## config.mk

```make
export PLATFORM = sky130hd
export DESIGN_NAME = mmio_responder
export DESIGN_NICKNAME = d
export VERILOG_FILES = /design/src/rtl/mmio_responder.sv
export SDC_FILE = /design/constraint.sdc
export NUM_CORES = 1
export LEC_CHECK = 0
export ABC_AREA = 0
export CAP_MARGIN = 15
export CORE_ASPECT_RATIO = 1.5
export CORE_MARGIN = 1
export CORE_UTILIZATION = 50
export DETAILED_ROUTE_END_ITERATION = 10
export MAX_ROUTING_LAYER = met4
export PLACE_DENSITY = 0.71
export RECOVER_POWER = 100
export SLEW_MARGIN = 5
export SYNTH_ARGS = -nofsm -noshare
export SYNTH_HDL_FRONTEND = slang
export SYNTH_SLANG_ARGS = --single-unit
```

## constraint.sdc

```tcl
create_clock -name clock -period 5.5 [get_ports clock]
set_input_delay 1.65 -clock clock [delete_from_list [all_inputs] [get_ports clock]]
set_output_delay 1.65 -clock clock [all_outputs]
set_load 0.03 [all_outputs]
```

## src/rtl/mmio_responder.sv

```systemverilog
// rtl/mmio_responder.sv - dmem-window peripheral: key FIFO, prescaled timer with compare IRQ, LED register
module mmio_responder #(
    parameter logic [11:0] BASE_ADDR  = 12'hF00,
    parameter int          FIFO_DEPTH = 8,
    parameter int          PRESCALE   = 50000
) (
    input  logic        clock,
    input  logic        reset,
    input  logic [11:0] address,
    input  logic [31:0] data,
    input  logic        wren,
    output logic [31:0] q,
    output logic        hit,
    input  logic        key_valid,
    input  logic [7:0]  key_code,
    output logic        irq,
    output logic [15:0] led
);
    localparam int            AW      = $clog2(FIFO_DEPTH);
    localparam logic [AW:0]   DEPTH_C = (AW+1)'(FIFO_DEPTH);
    localparam logic [31:0]   PRE_MAX = 32'(PRESCALE - 1);

    logic [7:0]  r_mem [FIFO_DEPTH];
    logic [AW:0] r_wr_ptr, r_rd_ptr;
    logic [11:0] r_prev_addr;
    logic        r_prev_wren, r_prev_vld;
    logic        r_ovf, r_match;
    logic [31:0] r_timer, r_cmp, r_presc;
    logic [2:0]  r_ctrl;
    logic [15:0] r_led;
    logic [31:0] r_q;
    logic        r_hit, r_irq;

    logic        w_in_win;
    logic [2:0]  w_off;
    logic [AW:0] w_count;
    logic        w_empty, w_full;
    logic [7:0]  w_head;
    logic        w_fresh, w_kd_fresh, w_pop, w_push, w_ovf_set;
    logic        w_wr_status, w_wr_timer, w_wr_cmp, w_wr_ctrl, w_wr_led;
    logic        w_tick, w_match_set;
    logic [31:0] w_timer_inc, w_status, w_rdata;

    assign w_in_win = (address[11:3] == BASE_ADDR[11:3]);
    assign w_off    = address[2:0];
    assign w_count  = r_wr_ptr - r_rd_ptr;
    assign w_empty  = (w_count == '0);
    assign w_full   = (w_count == DEPTH_C);
    assign w_head   = r_mem[r_rd_ptr[AW-1:0]];

    // A held load must pop only once: qualify on a change of address or a preceding store.
    assign w_fresh    = !r_prev_vld || (r_prev_addr != address) || r_prev_wren;
    assign w_kd_fresh = w_in_win && (w_off == 3'd1) && !wren && w_fresh;
    assign w_pop      = w_kd_fresh && !w_empty;
    assign w_push     = key_valid && (!w_full || w_pop);
    assign w_ovf_set  = key_valid && w_full && !w_pop;

    assign w_wr_status = w_in_win && wren && (w_off == 3'd0);
    assign w_wr_timer  = w_in_win && wren && (w_off == 3'd2);
    assign w_wr_cmp    = w_in_win && wren && (w_off == 3'd3);
    assign w_wr_ctrl   = w_in_win && wren && (w_off == 3'd4);
    assign w_wr_led    = w_in_win && wren && (w_off == 3'd5);

    assign w_tick      = r_ctrl[0] && (r_presc == PRE_MAX);
    assign w_timer_inc = r_timer + 32'd1;
    assign w_match_set = w_tick && !w_wr_timer && (w_timer_inc == r_cmp);

    always_comb begin
        w_status        = '0;
        w_status[AW:0]  = w_count;
        w_status[16]    = w_empty;
        w_status[17]    = w_full;
        w_status[18]    = r_ovf;
        w_status[19]    = r_match;
    end

    always_comb begin
        w_rdata = '0;
        if (w_in_win) begin
            case (w_off)
                3'd0:    w_rdata = w_status;
                3'd1:    w_rdata = w_kd_fresh ? (w_empty ? 32'd0 : {1'b1, 23'd0, w_head}) : r_q;
                3'd2:    w_rdata = r_timer;
                3'd3:    w_rdata = r_cmp;
                3'd4:    w_rdata = {29'd0, r_ctrl};
                3'd5:    w_rdata = {16'd0, r_led};
                default: w_rdata = '0;
            endcase
        end
    end

    always_ff @(posedge clock) begin
        if (w_push) r_mem[r_wr_ptr[AW-1:0]] <= key_code;
    end

    always_ff @(posedge clock or negedge reset) begin
        if (!reset) begin
            r_wr_ptr    <= '0;
            r_rd_ptr    <= '0;
            r_prev_addr <= '0;
            r_prev_wren <= 1'b0;
            r_prev_vld  <= 1'b0;
            r_ovf       <= 1'b0;
            r_match     <= 1'b0;
            r_timer     <= '0;
            r_cmp       <= '0;
            r_presc     <= '0;
            r_ctrl      <= '0;
            r_led       <= '0;
            r_q         <= '0;
            r_hit       <= 1'b0;
            r_irq       <= 1'b0;
        end else begin
            r_prev_addr <= address;
            r_prev_wren <= wren;
            r_prev_vld  <= 1'b1;
            if (w_push) r_wr_ptr <= r_wr_ptr + (AW+1)'(1);
            if (w_pop)  r_rd_ptr <= r_rd_ptr + (AW+1)'(1);
            // Sticky sets win over a same-cycle W1C.
            r_ovf   <= w_ovf_set   | (r_ovf   & ~(w_wr_status & data[18]));
            r_match <= w_match_set | (r_match & ~(w_wr_status & data[19]));
            if (w_wr_timer) begin
                r_timer <= data;
                r_presc <= '0;
            end else if (r_ctrl[0]) begin
                if (w_tick) begin
                    r_presc <= '0;
                    r_timer <= w_timer_inc;
                end else begin
                    r_presc <= r_presc + 32'd1;
                end
            end
            if (w_wr_cmp)  r_cmp  <= data;
            if (w_wr_ctrl) r_ctrl <= data[2:0];
            if (w_wr_led)  r_led  <= data[15:0];
            r_q   <= w_rdata;
            r_hit <= w_in_win;
            r_irq <= (r_match & r_ctrl[1]) | (!w_empty & r_ctrl[2]);
        end
    end

    assign q   = r_q;
    assign hit = r_hit;
    assign irq = r_irq;
    assign led = r_led;
endmodule

```

## Word level (Yosys, flattened, before mapping)

Memory sizes are Yosys's and may differ from the RTL's.
Cells that the tools add are included.

- Flip-flop bits (word level): 173
- RAM bits: 64
- Bits of input ports: 56
- Output and inout bits: 50
- Word-level logic and storage cells: 85
- Memories: 1

Memories:

| memory | words | bits a word | rd ports | clocked after memory_dff | wr ports | line | text |
|---|---|---|---|---|---|---|---|
| r_mem | 8 | 8 | 1 | 0 | 1 | 23 | `logic [7:0] r_mem [FIFO_DEPTH];` |

- $add $sub $neg: 5
- Equality and inequality tests: 11
- Muxes and demuxes: 12
- Bitwise operators: 11
- Reductions and logical operators: 30

Operator list:

| kind | number |
|---|---|
| $mux W32 | 9 |
| $pmux W32 S6 | 1 |
| $add A32 B1 Y32 const B | 2 |
| $eq A32 B16 Y1 const B | 1 |
| $eq A32 B32 Y1 | 1 |
| $logic_and A1 B1 Y1 | 16 |
| $ne A12 B12 Y1 | 1 |
| $eq A9 B9 Y1 const B | 1 |
| $add A4 B1 Y4 const B | 2 |
| $and A1 B1 Y1 | 6 |
| $eq A3 B2 Y1 const B | 2 |
| $eq A3 B3 Y1 const B | 2 |
| $logic_not A1 Y1 | 6 |
| $eq A4 B4 Y1 const B | 1 |
| $logic_not A4 Y1 | 1 |
| $reduce_bool A2 Y1 | 2 |
| $sub A4 B4 Y4 | 1 |
| $eq A3 B1 Y1 const B | 1 |
| $logic_not A3 Y1 | 1 |
| $logic_or A1 B1 Y1 | 3 |
| $ne A3 B3 Y1 const B | 1 |
| $or A1 B1 Y1 | 3 |
| $mux W1 | 2 |
| $not A1 Y1 | 2 |
| $reduce_and A2 Y1 | 1 |

## Logic depth before layout (Yosys ltp)

- Depth in word-level cells: 9
- Depth in mapped cells: 11

## Worst setup path before layout

No wires, ideal clock.

- Kind: input to register
- From: input address[0]
- To: memory r_mem[6][0] (enable)
- Library setup time: 385 ps
- Arrival time: 3908 ps
- Slack: 1206 ps
- Stages on the path: 8
- Path through: clkbuf_1 -> inv_1 -> or3_1 -> nor3_1 -> o41ai_1 -> a21oi_1 -> nand2_1 -> nor3b_1

- Longest elaborated chain between the ends: 9
- Elaborated cells between the ends (all ways): 12
- Classes of those cells: eq/ne: 2; mux: 2; reduce/logical: 8

Ends and longest elaborated chain:

| item | line | text |
|---|---|---|
| start: declaration | 9 | `input logic [11:0] address,` |
| $ne A12 B12 Y1 / $eq A3 B1 Y1 (equally long branches) | 52, 53 |  |
| $logic_or A1 B1 Y1 / $logic_and A1 B1 Y1 (equally long branches) (2 in a row) | 52, 53 |  |
| $logic_and A1 B1 Y1 (*) | 53 | `assign w_kd_fresh = w_in_win && (w_off == 3'd1) && !wren && w_fresh;` |
| $logic_and A1 B1 Y1 (*) | 54 | `assign w_pop = w_kd_fresh && !w_empty;` |
| $logic_or A1 B1 Y1 (*) | 55 | `assign w_push = key_valid && (!w_full \|\| w_pop);` |
| $logic_and A1 B1 Y1 (*) | 55 |  |
| $mux W1 (*) | 93 | `if (w_push) r_mem[r_wr_ptr[AW-1:0]] <= key_code;` |
| $mux W1 (not written as such) (*) | 93 |  |
| end: declaration | 23 |  |

Mark *: on every way between the ends. The rest lies on a longest branch, timed or not.

## Worst setup path in the final report

- From: input address[1]
- To: register r_cmp[21]

- Longest elaborated chain between the ends: 2

Ends and longest elaborated chain:

| item | line | text |
|---|---|---|
| $eq A3 B2 Y1 | 60 | `assign w_wr_cmp = w_in_win && wren && (w_off == 3'd3);` |
| $logic_and A1 B1 Y1 | 60 |  |
| end signal: assignment | 133 | `if (w_wr_cmp) r_cmp <= data;` |
| end: declaration | 28 | `logic [31:0] r_timer, r_cmp, r_presc;` |

No other way between the ends.
A chain may end at the register's enable or synchronous reset.

==> key figures <==
Power and ir drop
  • Pwr Density: 296.8 mW/mm^2
  • Total power: 0.004099 W
  • Max IR drop VDD: 0.2916 mV
  • P_int: 0.003112 W
  • Combinational power share: 0.104
  • Leak pwr: 5.900 nW
  • Sw Pwr: 0.0009868 W
  • Sw frac: 0.2408
  • Seq pwr share: 0.485
  • Clock share of power: 0.411

Clock network
  • TritonCTS Sinks: 237
  • Post-CTS sizing: 0
  • Clock latency on the worst-skew pair: 520 ps
  • Cts hold-fix bufs: 0
  • CTS root buffer: clkbuf_16
  • Clock slew at reported path FFs: 60 ps
  • Num CTS Buffers: 23
  • Clock Path Buffers: 3
  • Number of H-tree levels: 1
  • TritonCTS clock tree: yes
  • Post-CTS setup buffer count: 0

STA
  • Final setup TNS: 0 ps
  • Worst-Margin Slew: 2526 ps
  • Fin. max-slew vios: 98
  • Peak Freq: 214.2 MHz
  • Final Critical Period: 4668 ps
  • Final Skew: 14.41 ps
  • Final Cycle Share: 0.8487
  • Final setup viols: 0
  • Fin. Hold Viols: 0
  • Max transition margin: -0.6841
  • RSZ-0062 raised after global routing: false

Route
  • DRT iter0 DRCs: 575
  • DR vias/cell: 5.905
  • DR WL/cell: 19.88 um
  • DRT Wirelength: 28850 um
  • Post-DRT Antenna Nets: 0
  • Total number of vias: 8568
  • Initial DRT Pass Iterations: 5
  • DRC Markers: 0

Synth
  • Post-Syn Instances: 1061
  • Post-synthesis cell area: 0.01172 sq mm
  • Ys flop type: dfrtp_1
  • Synth cell types: 70
  • Leading area contributor after synthesis: dfrtp_1
  • Yosys Warn Count: 0
  • Synth top area cells: dfrtp_1 37%, edfxtp_1 16%, xnor2_1 5.7%, mux2_2 5.1%, xor2_1 3.7%
  • Top cells by count, synth: 173 x dfrtp_1, 109 x nand2_1, 99 x nor2_1
  • Async set-reset flop share out of synthesis: 0.7300
  • Post-synthesis register bit count: 237
  • Most common cell in the netlist: dfrtp_1
  • Register area share after synthesis: 0.5335
  • EDFF count, synth: 64
  • Syn nets: 1125
  • Share of the synthesized area in the top cell type: 0.3695
  • Syn avg cell area: 11.04 sq um

Critical path
  • CP arrival: 5060 ps
  • Crit Path Max Fanout: 20
  • Worst Path Required: 5890 ps
  • Crit end category: flop
  • Worst R2R Path Depth: 10
  • Startpoint types: primary input
  • CP Class: in2reg

GRT
  • Busiest layer in global routing: met2
  • Met2 GRT Util: 0.4590
  • First-pass GRT wire length: 47110 um
  • Met1 usage in global routing: 0.2937
  • Antenna violations before repair: 1
  • Total congestion overflow: 0
  • GRT Overall Usage: 0.2587
  • GR Util met3: 0.02543
  • Pin count of the biggest net entering global routing: 99
  • Vias in the first global route: 8947

Placed design
  • Routability congestion estimate: 0.8695
  • Buffers on Ports: 105
  • DPL Wire Length: 20600 um

Die
  • DIE AREA: 0.02406 sq mm
  • Rows: 68
  • Ports: 106
  • Initial Utilization: 0.5101
  • Core Area: 0.02297 sq mm
  • Chip height: 189.5 um
  • DIE WIDTH: 127.0 um

Final layout
  • Layout cell share with drive strength beyond 1: 0.1094
  • Finished Core Util: 0.6012
  • Nets: 1218
  • Synthesis-to-finish area growth: 17.86%

Min path
  • Hold Path Class: reg2reg
  • Worst hold path cell count: 2

Run status
  • Status: finished, violations left
  • Failing checks: max-capacitance violations, max-slew violations

Run
  • Max_cap viols: 1
## placed cells by master (no fill, tap or decap), drive strengths merged, types with 3 or more instances in the layout
cell,n
dfrtp,173
nand2,109
nor2,99
xnor2,76
dlygate4sd3,70
edfxtp,64
a21oi,56
mux2,53
xor2,49
clkbuf,45
o21ai,44
clkdlybuf4s50,33
nand4,33
nand3,30
nor3,24
nor4,21
mux2i,19
and3,17
mux4,16
inv,15
a22oi,13
buf,10
a22o,9
nor2b,7
ha,7
and4,6
bufinv,5
nand2b,4
a31oi,4
a222oi,4
a211oi,4
clkinv,4
nor3b,3
or3,3
a21o,3
## per-stage QoR
step | cells | hold WS, ps | area [sq um] | setup slack (ps)
after floorplan | 1061 | 447.3 | 11720 | 1206
after global placement | 1409 | 462.6 | 13080 | 1030
after detailed placement | 1409 | 468.7 | 13080 | 970.3
after CTS | 1450 | 482.7 | 13870 | 1488
after global routing | 1451 | 489.4 | 13810 | 672.3
final | 1451 | 473.1 | 13810 | 832.1
## cell type report
cell class / count / area, sq um
sequential: 237 / 6251
clock inverter: 10 / 176.4
clock buffer: 31 / 615.6
timing repair buffer: 127 / 1171
inverter: 16 / 60.06
fill: 1959 / 9161
multi-input combinational: 749 / 5184
tap: 280 / 350.3
antenna: 1 / 2.502
## path summary, 6_finish.rpt
kind	slack (ps)	start	end
setup / recovery	830	address[1]	r_cmp[21]$_DFFE_PN0P_
hold / removal	470	q[30]$_DFFE_PN0P_	q[30]$_DFFE_PN0P_
setup reg to reg	1670	r_rd_ptr[1]$_DFFE_PN0P_	r_mem[6][2]$_DFFE_PP_
hold reg to reg	470	q[30]$_DFFE_PN0P_	q[30]$_DFFE_PN0P_
max in group asynchronous	2090	reset	led[6]$_DFFE_PN0P_
min in group asynchronous	1880	reset	r_presc[22]$_DFFE_PN0P_
## power by group through the flow
stage / Combinational [W] / Sequential [W] / Clock, W
floorplan: 0.000277 / 0.00198 / 0
global placement: 0.000437 / 0.00202 / 0
detailed placement: 0.000443 / 0.00202 / 0
CTS: 0.000446 / 0.00199 / 0.00171
global route: 0.000477 / 0.00200 / 0.00177
finish: 0.000426 / 0.00199 / 0.00168
## worst max-delay path, stage by stage
cell           delay, ps
dlygate4sd3_1        640
clkbuf_1             730
nor2b_1              270
nand2_1              320
nor3_1               350
clkbuf_1             670
mux2_2               410
## cells by family after synthesis
kind of cell / after synthesis / share of synthesized area
compound gates: 158 / 0.08350
xor+xnor: 125 / 0.09343
fa+ha+maj: 8 / 0.009183
buf+inv: 75 / 0.02552
flops: 237 / 0.5335
mux: 88 / 0.09792
other cells: 1 / 0.0003200
simple gates: 369 / 0.1566
## per-layer routing
layer,up-vias,routed length [um]
met1,4253,11290
met4,0,1154
li1,4002,-
met5,-,0
met3,81,1159
met2,232,15240
## registers in the layout (all words and copies together), names as in the netlist
name         cells
hit              1
irq              1
led             16
q               32
r_cmp           32
r_ctrl           3
r_match          1
r_mem           64
r_ovf            1
r_presc         32
r_prev_addr     12
r_prev_vld       1
r_prev_wren      1
r_rd_ptr         4
r_timer         32
r_wr_ptr         4
Note: power is estimated with default switching activity, not from simulation.
